## config.mk

```make
export PLATFORM = sky130hd
export DESIGN_NAME = bcd_serial_adder_ctrl
export DESIGN_NICKNAME = d
export VERILOG_FILES = /design/src/rtl/bcd_serial_adder_ctrl_pkg.sv /design/src/rtl/bcd_serial_adder_ctrl_digit_adder.sv /design/src/rtl/bcd_serial_adder_ctrl.sv
export SDC_FILE = /design/constraint.sdc
export NUM_CORES = 1
export LEC_CHECK = 0
export ABC_AREA = 1
export BUFFER_PORTS_ARGS = -buffer_cell sky130_fd_sc_hd__buf_2
export CORE_UTILIZATION = 40
export CTS_BUF_LIST = sky130_fd_sc_hd__clkbuf_8
export CTS_CLUSTER_SIZE = 40
export DETAILED_ROUTE_END_ITERATION = 12
export PLACE_DENSITY = 0.66
export SYNTH_ARGS = -nofsm -noshare
export SYNTH_HDL_FRONTEND = slang
export SYNTH_HIERARCHICAL = 1
export SYNTH_SLANG_ARGS = --single-unit
```

## constraint.sdc

```tcl
create_clock -name clk -period 4.5 [get_ports clk]
set_input_delay 0.45 -clock clk [delete_from_list [all_inputs] [get_ports clk]]
set_output_delay 0.45 -clock clk [all_outputs]
set_load 0.03 [all_outputs]
```

## src/rtl/bcd_serial_adder_ctrl_pkg.sv

```systemverilog
// Shared definitions for the digit-serial BCD adder: FSM state encoding and
// the largest legal BCD digit value.
package bcd_serial_adder_ctrl_pkg;

    typedef enum logic [1:0] {
        IDLE = 2'd0,
        ADD  = 2'd1,
        DONE = 2'd2
    } state_t;

    localparam logic [3:0] BCD_MAX = 4'd9;

    function automatic logic digit_bad(input logic [3:0] d);
        return d > BCD_MAX;
    endfunction

endpackage

```

## src/rtl/bcd_serial_adder_ctrl_digit_adder.sv

```systemverilog
// Single-digit BCD adder: D = x + y + z with decimal correction, B = decimal carry.
module bcd_digit_adder
    import bcd_serial_adder_ctrl_pkg::*;
(
    input  logic [3:0] x,
    input  logic [3:0] y,
    input  logic       z,
    output logic [3:0] D,
    output logic       B
);

    logic [4:0] s;

    always_comb begin
        s = {1'b0, x} + {1'b0, y} + {4'b0000, z};
        if (s > {1'b0, BCD_MAX}) begin
            // Adding 6 skips the six unused codes; the bit-4 overflow is the carry.
            D = s[3:0] + 4'd6;
            B = 1'b1;
        end else begin
            D = s[3:0];
            B = 1'b0;
        end
    end

endmodule

```

## src/rtl/bcd_serial_adder_ctrl.sv

```systemverilog
// Multi-digit BCD adder: one shared digit adder sequenced LSD first, with a
// start/busy/done handshake; results hold until the next operation completes.
module bcd_serial_adder_ctrl
    import bcd_serial_adder_ctrl_pkg::*;
#(
    parameter int unsigned NDIG = 4
) (
    input  logic              clk,
    input  logic              rst_n,
    input  logic              start,
    input  logic [4*NDIG-1:0] a,
    input  logic [4*NDIG-1:0] b,
    input  logic              cin,
    output logic              busy,
    output logic              done,
    output logic [4*NDIG-1:0] sum,
    output logic              cout,
    output logic              err
);

    localparam int unsigned W  = 4 * NDIG;
    localparam int unsigned CW = (NDIG > 1) ? $clog2(NDIG) : 1;
    localparam logic [CW-1:0] CNT_LAST = CW'(NDIG - 1);

    state_t state, state_nxt;

    logic [W-1:0]  a_sh, b_sh, sum_sh;
    logic          carry;
    logic [CW-1:0] cnt;
    logic [3:0]    d_sum;
    logic          d_carry;

    bcd_digit_adder u_digit (
        .x (a_sh[3:0]),
        .y (b_sh[3:0]),
        .z (carry),
        .D (d_sum),
        .B (d_carry)
    );

    always_ff @(posedge clk or negedge rst_n) begin
        if (!rst_n) state <= IDLE;
        else        state <= state_nxt;
    end

    always_comb begin
        state_nxt = state;
        case (state)
            IDLE:    if (start) state_nxt = ADD;
            ADD:     if (cnt == CNT_LAST) state_nxt = DONE;
            DONE:    state_nxt = IDLE;
            default: state_nxt = IDLE;
        endcase
    end

    assign busy = (state != IDLE);

    always_ff @(posedge clk or negedge rst_n) begin
        if (!rst_n) begin
            a_sh   <= '0;
            b_sh   <= '0;
            sum_sh <= '0;
            carry  <= 1'b0;
            cnt    <= '0;
            sum    <= '0;
            cout   <= 1'b0;
            err    <= 1'b0;
            done   <= 1'b0;
        end else begin
            done <= 1'b0;
            case (state)
                IDLE: begin
                    if (start) begin
                        a_sh  <= a;
                        b_sh  <= b;
                        carry <= cin;
                        cnt   <= '0;
                        err   <= 1'b0;
                    end
                end
                ADD: begin
                    // Digits enter at the top so the LSD lands at [3:0] after NDIG shifts.
                    sum_sh <= {d_sum, sum_sh[W-1:4]};
                    carry  <= d_carry;
                    a_sh   <= {4'h0, a_sh[W-1:4]};
                    b_sh   <= {4'h0, b_sh[W-1:4]};
                    cnt    <= cnt + CW'(1);
                    if (digit_bad(a_sh[3:0]) || digit_bad(b_sh[3:0]))
                        err <= 1'b1;
                end
                DONE: begin
                    sum  <= sum_sh;
                    cout <= carry;
                    done <= 1'b1;
                end
                default: ;
            endcase
        end
    end

endmodule

```

# Yosys cells after proc, flatten, opt, wreduce, memory -nomap -nowiden
# Index checks and enable logic that the tools add are counted.
dict set report word_totals {
  in_bits 36
  out_inout_bits 20
  elab_cells 47
  register_bits 72
}
dict set report classes {
  eq_ne 6
  magnitude_cmp 3
  reduce_logical 7
  mux 17
  add_sub_neg 4
}
# operator count
set ops {}
lappend ops {{16-bit one-hot mux with 2 select lines} 2}
lappend ops {{16-bit two-way mux} 2}
lappend ops {{4-bit > comparator, second input constant} 2}
lappend ops {{2-bit one-hot mux with 2 select lines} 2}
lappend ops {{2-bit two-way mux} 3}
lappend ops {{2-bit != test, second input constant} 3}
lappend ops {{4-bit by 4-bit adder with 5-bit output} 1}
lappend ops {{5-bit by 1-bit adder with 5-bit output} 1}
lappend ops {{5-bit by 4-bit > comparator with 1-bit output, second input constant} 1}
lappend ops {{1-bit two-way mux} 5}
lappend ops {{4-bit by 3-bit adder with 4-bit output, second input constant} 1}
lappend ops {{2-bit == test, second input constant} 2}
lappend ops {{4-bit two-way mux} 1}
lappend ops {{1-bit one-hot mux with 2 select lines} 2}
lappend ops {{2-bit AND reduction} 2}
lappend ops {{2-bit nonzero test} 2}
lappend ops {{3-bit AND reduction} 1}
lappend ops {{2-bit by 1-bit adder with 2-bit output, second input constant} 1}
lappend ops {{2-bit by 1-bit == test with 1-bit output, second input constant} 1}
lappend ops {{2-bit zero test} 1}
lappend ops {{1-bit logical OR} 1}

# Depth between registers and ports, before layout
# Gate-level depths: netlist of run 1.
dict set report depth {
  word_depth 5
  ltp_mapped 13
  mapped_depth_nobuf 13
}

# Modules after synthesis
# Netlist of run 1, hierarchy kept.
# module seq_area_each_um2 n_inst cells_each area_each_um2
set modules_own_cells {}
lappend modules_own_cells {bcd_serial_adder_ctrl 1801.7 1 331 3096.7}
lappend modules_own_cells {bcd_digit_adder 0.0 1 47 300.3}

# Worst setup path after synthesis of run 1
# OpenSTA, ideal clock, no wires.
dict set report synth_timing {
  path_kind {reg2reg}
  start {reg b_sh[0]}
  end {reg sum_sh[13]}
  t_arrival_ns 2.110
  path_buffers 0
  setup_slack_ns 2.267
  period_less_slack_ns 2.233
  stages_incl_launch_ff 12
  required_ns 4.377
  setup_ns 0.123
  path_cell_list {dfrtp_1 -> fa_1 -> fa_1 -> nand2_1 -> nand2_2 -> ha_1 -> a21oi_4 -> nand2_4 -> nand3_1 -> nand2_1 -> nor2_1 -> a21oi_1}
}
dict set report synth_via {
  elab_chain_cells 4
  elab_cells_between_ends 5
  cone_classes {3 x add/sub; 1 x order compare; 1 x mux}
}
# element line_no
set synth_lines {}
lappend synth_lines {{start, declared} bcd_serial_adder_ctrl.sv:27} ;# logic [W-1:0] a_sh, b_sh, sum_sh;
lappend synth_lines {{start signal, assigned} bcd_serial_adder_ctrl.sv:86} ;# b_sh <= {4'h0, b_sh[W-1:4]};
lappend synth_lines {{4-bit by 4-bit adder with 5-bit output (*)} bcd_serial_adder_ctrl_digit_adder.sv:15} ;# s = {1'b0, x} + {1'b0, y} + {4'b0000, z};
lappend synth_lines {{5-bit by 1-bit adder with 5-bit output (*)} bcd_serial_adder_ctrl_digit_adder.sv:15}
lappend synth_lines {{4-bit by 3-bit adder with 4-bit output / 5-bit by 4-bit > comparator with 1-bit output (equally long branches)} {bcd_serial_adder_ctrl_digit_adder.sv:18, bcd_serial_adder_ctrl_digit_adder.sv:16}}
lappend synth_lines {{4-bit two-way mux (*)} bcd_serial_adder_ctrl_digit_adder.sv:16} ;# if (s > {1'b0, BCD_MAX}) begin
lappend synth_lines {{net d_sum[1]} bcd_serial_adder_ctrl.sv:30} ;# logic [3:0] d_sum;
lappend synth_lines {{end signal, assigned} bcd_serial_adder_ctrl.sv:83} ;# sum_sh <= {d_sum, sum_sh[W-1:4]};
lappend synth_lines {{end, declared} bcd_serial_adder_ctrl.sv:27}
# The timed path passes the listed nets; every way through them passes the cells marked *.
# A chain may end at the register's enable or synchronous reset.

# Worst setup path after layout of run 1
dict set report layout_timing {
  start {reg b_sh[0]}
  end {reg sum_sh[15]}
}
# Same word-level chain as after synthesis.

==> impl_metrics.toml, run 1 <==
[routing]
wl_per_cell_um = 12.7
wl_met3_um = 343
top_layer = "met4"
m1WireLength_mm = 3.09
drt_iter0_drc = 104
postRouteWirelength_mm = 6.78
ant_nets = 0
drc = 0
met2_length_mm = 3.27
firstDrtPassIters = 4
vias_per_cell = 4.84
vias = 2582

[grt]
grt_max_degree = 68
grt_pass1_vias = 2674
grt_antenna_before_repair = 0
globalRoute.totalOverflow = 0
grt_usage_pct = 17.6
grt_pass1_wl_mm = 12.0

[cts]
postCtsSetupBuffers = 0
clk_latency_ns = 0.35
cts_made_buffers = 9
cts_root_buf = "clkbuf_8"
cts_resized = 0
cts_sinks = 72
clockBufferDepth = 2
clk_pin_slew_ns = 0.08
cts_hold_buffers = 0
tritoncts = "built"
cts-htree-levels = 3

[synthesis]
yosys.cell_types.count = 26
synth-seq-cells = 72
netlist_top_cells_area = "dfrtp_1 (53%), nand2_1 (8.5%), o21ai_0 (6.6%)"
yosysWarnings = 6
yosys.area.top_type_share_pct = 53.0
yosys.area.top_type = "dfrtp_1"
avgSynthCellArea_um2 = 8.99
ys_seq_area_share_pct = 53.0
synth_fp_nets = 421
synth_area_um2 = 3400
syn_inst = 378

[finish]
utilization_pct = 46.5
stdcell_area_um2 = 3820
mostFrequentLayoutCell = "nand2_1"
num_antenna_cells = 0
drive_above_1_share_pct = 22.4
fin_cells = 534
syn2layout_area_growth_pct = 12.4
mostFrequentLayoutCells = "nand2_1 (77), dfrtp_1 (72), buf_2 (55)"
fill_cells = 838
nNetsFinal = 468

[critical_path]
crit_top_cell = "nand2_1"
cp_data_required_time_ns = 4.75
slowest_delay_ns = 0.50
cp-start-kind = "flop"
crit_chain = "fa_1, fa_1, nand2_1, nand2_2, ha_1, a21oi_4, nand2_4, nand2_4, nand2_1, nand2_1, nor2_1, a21oi_1"
path_class = "flop to flop"
arrival_ns = 2.72
crit_path_end_kind = "flop"
critPathSlowestCell = "fa_1"
cp_max_fo = 4

[place]
dp_cells = 519
post-place-ws_ns = 2.08
port_buffers = 55
place_hpwl_mm = 4.51
placed_cell_area_um2 = 3660
gp_congestion = 0.811

[pwr]
p_switching_mw = 1.49
clockPowerShare_pct = 13.6
p_seq_share_pct = 35.4
p_comb_share_pct = 51.1
swShare_pct = 46.9
p_per_area_nw_per_um2 = 834
vdd_drop_max_uv = 274
internal-power_mw = 1.69
fin_total_pwr_mw = 3.18
p_leak_nw = 1.90

[sta]
fin_worst_skew_ns = 0.00761
min_period_ns = 2.47
rsz0062_at_grt = "no"
tns_ns = 0
slew_violations = 0
hold_slack_ns = 0.199
timing.fmax_mhz = 405
hold_viol = 0
worstMarginPinSlew_ns = 1.03
slew_headroom_pct = 31.1
worst_slack_ns = 2.03
fin_crit_sh_pct = 54.9
setup-violations-final = 0

[floorplanning]
ios = 56
core_area_um2 = 8220
dieArea_um2 = 8870
num_rows = 33
die_w_um = 94.2
die_h_um = 94.2
initial_core_util_pct = 41.3

[flow_run]
cap_violations = 0

[outcome]
status = "completed"

[worst_hold_path]
min_path_type = "input port to asynchronous set/reset pin"
-- area by class of cell --
class | instances | area (µm²) | area share (%)
Inverter | 44 | 170 | 4.46
Clock inverter | 6 | 37.5 | 0.983
Tap cell | 105 | 131 | 3.44
Clock buffer | 9 | 124 | 3.24
Multi-Input combinational cell | 242 | 1270 | 33.3
Timing Repair Buffer | 56 | 283 | 7.41
Sequential cell | 72 | 1800 | 47.2
-- worst paths after layout --
| check | start | to | slack [ns] | cells after the start |
|---|---|---|---|---|
| max in group asynchronous | rst_n | sum_sh[14] | 3.33 | 2 |
| hold / removal | rst_n | sum[14] | 0.20 | 1 |
| setup reg to reg | b_sh[0] | sum_sh[15] | 2.03 | 12 |
| min in group clk | b[14] | b_sh[14] | 0.31 | 3 |
| hold reg to reg | sum[1] | sum[1] | 0.47 | 2 |
| setup / recovery | b_sh[0] | sum_sh[15] | 2.03 | 12 |
-- worst max-delay path: cells and delay by family, from the launching register on --
| family | cells | cell delay, ns |
|---|---|---|
| adders and majority gates | 3 | 1.17 |
| and+or+nand+nor | 7 | 0.49 |
| DFF | 1 | 0.41 |
| AOI/OAI and AO/OA | 2 | 0.30 |
-- synthesized netlist by cell type --
cell type,count
nand2_2,4
a22oi_1,1
buf_4,1
buf_2,9
a21oi_1,23
ha_1,5
nor2_1,24
fa_1,2
inv_4,2
nor2_4,2
clkbuf_2,1
o21ai_4,1
buf_8,1
nand3_1,28
a21oi_2,1
a21oi_4,1
buf_6,7
o21ai_2,10
o21ai_0,45
nand2_8,1
o21ai_1,14
inv_1,42
dfrtp_1,72
clkbuf_1,1
nand2_1,77
nand2_4,3
-- power by group through the flow --
stage          clock network (mW)  logic, mW  registers, mW
2_1_floorplan                   0       1.27           1.21
3_3_place_gp                    0       1.57           1.13
3_5_place_dp                    0       1.62           1.14
4_1_cts                     0.450       1.64           1.13
5_1_grt                     0.473       1.86           1.17
6_report                    0.432       1.63           1.13
-- metal layers --
| layer | vias up | GRT usage [%] |
|---|---|---|
| li1 | 1305 | - |
| met4 | 0 | 5.38 |
| met1 | 1198 | 20.8 |
| met5 | - | 0 |
| met3 | 9 | 5.26 |
| met2 | 70 | 30.6 |
-- logic make-up after synthesis --
group,count (synthesis),synth area share [%]
AOI/OAI and AO/OA,96,16.1
buffers and inverters,64,9.58
DFF,72,53.0
adders and majority gates,7,3.02
and+or+nand+nor,139,18.3
-- sequential cells by signal (all words and copies together), names as in the netlist, 2 cells and up --
register / cells
a_sh: 16
b_sh: 16
cnt: 2
state: 2
sum: 16
sum_sh: 16
No activity file was read; power rests on OpenSTA's default activity.
==> run 2: changes to the inputs <==
--- a/config.mk
+++ b/config.mk
@@ -5,13 +5,13 @@
 export SDC_FILE = /design/constraint.sdc
 export NUM_CORES = 1
 export LEC_CHECK = 0
-export ABC_AREA = 1
+export ABC_AREA = 0
 export BUFFER_PORTS_ARGS = -buffer_cell sky130_fd_sc_hd__buf_2
 export CORE_UTILIZATION = 40
 export CTS_BUF_LIST = sky130_fd_sc_hd__clkbuf_8
 export CTS_CLUSTER_SIZE = 40
 export DETAILED_ROUTE_END_ITERATION = 12
-export PLACE_DENSITY = 0.66
+export PLACE_DENSITY = 0.68
 export SYNTH_ARGS = -nofsm -noshare
 export SYNTH_HDL_FRONTEND = slang
 export SYNTH_HIERARCHICAL = 1
==> constraint.sdc (replaced) <==
create_clock -name clk -period 2.2 [get_ports clk]
set_input_delay 0.22 -clock clk [delete_from_list [all_inputs] [get_ports clk]]
set_output_delay 0.22 -clock clk [all_outputs]
set_load 0.03 [all_outputs]
==> run 2 against run 1 <==
- the flow now finishes with violations (setup timing)
- die area decreased by 4.3%
- sequential cell count is the same
- sequential share of layout area is 1.1 points lower
- clock power grew to 2.7 times the previous value
- cell count down 14%
- register-to-register slack got worse by 2.3 ns
- routed wire length shrank 13%
- global-route usage is 1.9 points lower
- critical path depth shrank 3
==> impl_metrics.toml, run 2 <==
[cts]
cts_made_buffers = 9
cts_root_buf = "clkbuf_8"
cts_sinks = 72
clk_latency_ns = 0.35
clk_pin_slew_ns = 0.08
clockBufferDepth = 2
cts-htree-levels = 3
tritoncts = "built"

[synthesis]
synth-seq-cells = 72
netlist_top_cells_area = "dfrtp_1 (55%), nand2_1 (9.0%), mux2i_1 (8.0%)"
postSynth.asyncResetShare_pct = 100
synth_common_cells = "nand2_1 (78), dfrtp_1 (72), mux2i_1 (26)"
yosysWarnings = 6
synthAdderAreaFrac_pct = 3.16
synth_area_um2 = 3250
ys_seq_area_share_pct = 55.4
synth_fp_nets = 334
yosys.cell_types.count = 31
synth_compound_area_share_pct = 9.70
ys.flop_type = "dfrtp_1"
yosysMostFrequentCell = "nand2_1"
avgSynthCellArea_um2 = 11.2
yosys.area.top_type = "dfrtp_1"
yosys.area.top_type_share_pct = 55.4
yosys.area_share.simple_pct = 12.2
muxShareOfSynthArea_pct = 13.9
synth_top_family_by_area = "multiplexers"
synth_xor_area_share_pct = 0.539
syn_inst = 291
synth_edf_count = 0

[floorplanning]
core_area_um2 = 7810
die_h_um = 92.1
ios = 56
die_w_um = 92.1
num_rows = 32
initial_core_util_pct = 41.6
dieArea_um2 = 8490

[routing]
ant_nets = 0
vias = 2204
postRouteWirelength_mm = 5.93
wl_per_cell_um = 12.9
firstDrtPassIters = 4
drt_iter0_drc = 91
drc = 0
vias_per_cell = 4.80

[critical_path]
ff2ff_setup_slack_ns = -0.26
crit_chain = "fa_2, fa_2, xnor2_4, ha_4, a31o_4, o31ai_4, mux2i_1, nand2_1, nand2_1"
arrival_ns = 2.75
crit_buf_inv = 0
cp-start-kind = "flop"
slowest_delay_ns = 0.42
path_class = "flop to flop"
cp_data_required_time_ns = 2.49
cp_top_family = "adder cells"
critPathSlowestCell = "fa_2"
cp_max_fo = 3
crit_path_end_kind = "flop"

[sta]
rsz0062_at_grt = "yes"
hold_viol = 0
worst_slack_ns = -0.260
worstMarginPinSlew_ns = 1.12
slew_violations = 0
fin_worst_skew_ns = 0.0106
timing.fmax_mhz = 406
slew_headroom_pct = 25.2
tns_ns = -0.818
setup-violations-final = 4
min_period_ns = 2.46
fin_crit_sh_pct = 112

[pwr]
internal-power_mw = 4.13
p_comb_share_pct = 50.1
p_switching_mw = 2.79
vdd_drop_max_uv = 700
clockPowerShare_pct = 17.1
p_per_area_nw_per_um2 = 1770
p_leak_nw = 1.98
fin_total_pwr_mw = 6.93
swShare_pct = 40.3
p_seq_share_pct = 32.8

[finish]
stdcell_area_um2 = 3910
num_antenna_cells = 0
mostFrequentLayoutCell = "nand2_1"
mostFrequentLayoutCells = "nand2_1 (78), dfrtp_1 (72), buf_2 (55)"
syn2layout_area_growth_pct = 20.2
nNetsFinal = 395
drive_above_1_share_pct = 31.1

[place]
place_hpwl_mm = 4.09
placed_cell_area_um2 = 3630
port_buffers = 55
post-place-ws_ns = -0.266
gp_congestion = 0.769

[grt]
grt_pass1_wl_mm = 10.3
globalRoute.totalOverflow = 0
grt_pass1_vias = 2236
grt_max_degree = 58
grt_usage_pct = 15.7
grt_antenna_before_repair = 0

[outcome]
status = "complete, but fails checks"
violations = "setup timing"

[flow_run]
cap_violations = 0

[worst_hold_path]
min_path_type = "input port to flop"
## run 2: cell count changes in the layout (fill, tap and decap cells not counted), moves of 17 or more
| cell | delta |
|---|---|
| nand3_1 | -27 |
| mux2i_1 | +26 |
| o21ai_0 | -33 |
| mux2_2 | +17 |
| nor2_1 | -23 |
| inv_1 | -40 |
## run 2: logic make-up after synthesis
kind of cell             Yosys count
multiplexers                      43
flip-flops                        72
XOR/XNOR                           2
buffers and inverters             20
AO/OA/AOI/OAI                     53
adder cells (fa/ha/maj)            7
AND/OR/NAND/NOR                   94
## run 2: power by group through the flow
stage	clock [mW]	combinational [mW]	sequential [mW]
floorplan	0	2.51	2.47
global placement	0	3.19	2.28
detailed placement	0	3.33	2.32
CTS	1.21	3.42	2.29
global route	1.26	3.89	2.36
finish	1.18	3.47	2.27
## run 2: area by class of cell
type	count	area [µm²]
fill	735	3900
clock buffer	9	124
clock inverter	7	103
inverter	3	11.3
tap	102	128
sequential	72	1800
multi-input combinational	199	1360
timing repair buffer	67	380
## run 2: stage by stage
step	util, %	cells	hold slack, ns
after global routing	50.0	459	0.0744
final	50.0	459	0.0884
after floorplan	-	291	-0.0756
after CTS	49.8	458	0.0715
after detailed placement	46.5	440	0.233
after global placement	46.5	440	0.233
## run 2: what timing repair did
item	4_1_cts	5_1_grt
setup endpoints to repair	4	4
setup buffers	1	1
pin swaps	1	0
resized for setup	1	1
hold buffers	1	0
hold endpoints to repair	23	0
## run 2: final timing paths
| kind | depth (start not counted) | to | start |
|---|---|---|---|
| setup / recovery | 9 | sum_sh[14] | a_sh[0] |
| hold / removal | 2 | b_sh[13] | b[13] |
| setup reg to reg | 9 | sum_sh[14] | a_sh[0] |
| hold reg to reg | 2 | sum_sh[1] | sum_sh[1] |
| max in group asynchronous | 3 | a_sh[11] | rst_n |
| min in group asynchronous | 2 | sum[3] | rst_n |
## run 2: worst reg2reg max path: cells and delay by family, from the launching register on
kind                     cells  cell delay [ns]
AO/OA/AOI/OAI                2             0.47
XOR/XNOR                     1             0.17
adder cells (fa/ha/maj)      3             1.02
flip-flops                   1             0.41
multiplexers                 1             0.23
AND/OR/NAND/NOR              2             0.13
## run 2: metal layers
metal | vias to the layer above | global-route usage, % | wire length (µm)
met5 | - | 0 | 0
met4 | 0 | 5.47 | 84
met2 | 51 | 25.8 | 2860
met3 | 9 | 4.06 | 250
li1 | 1107 | - | -
met1 | 1037 | 20.0 | 2740
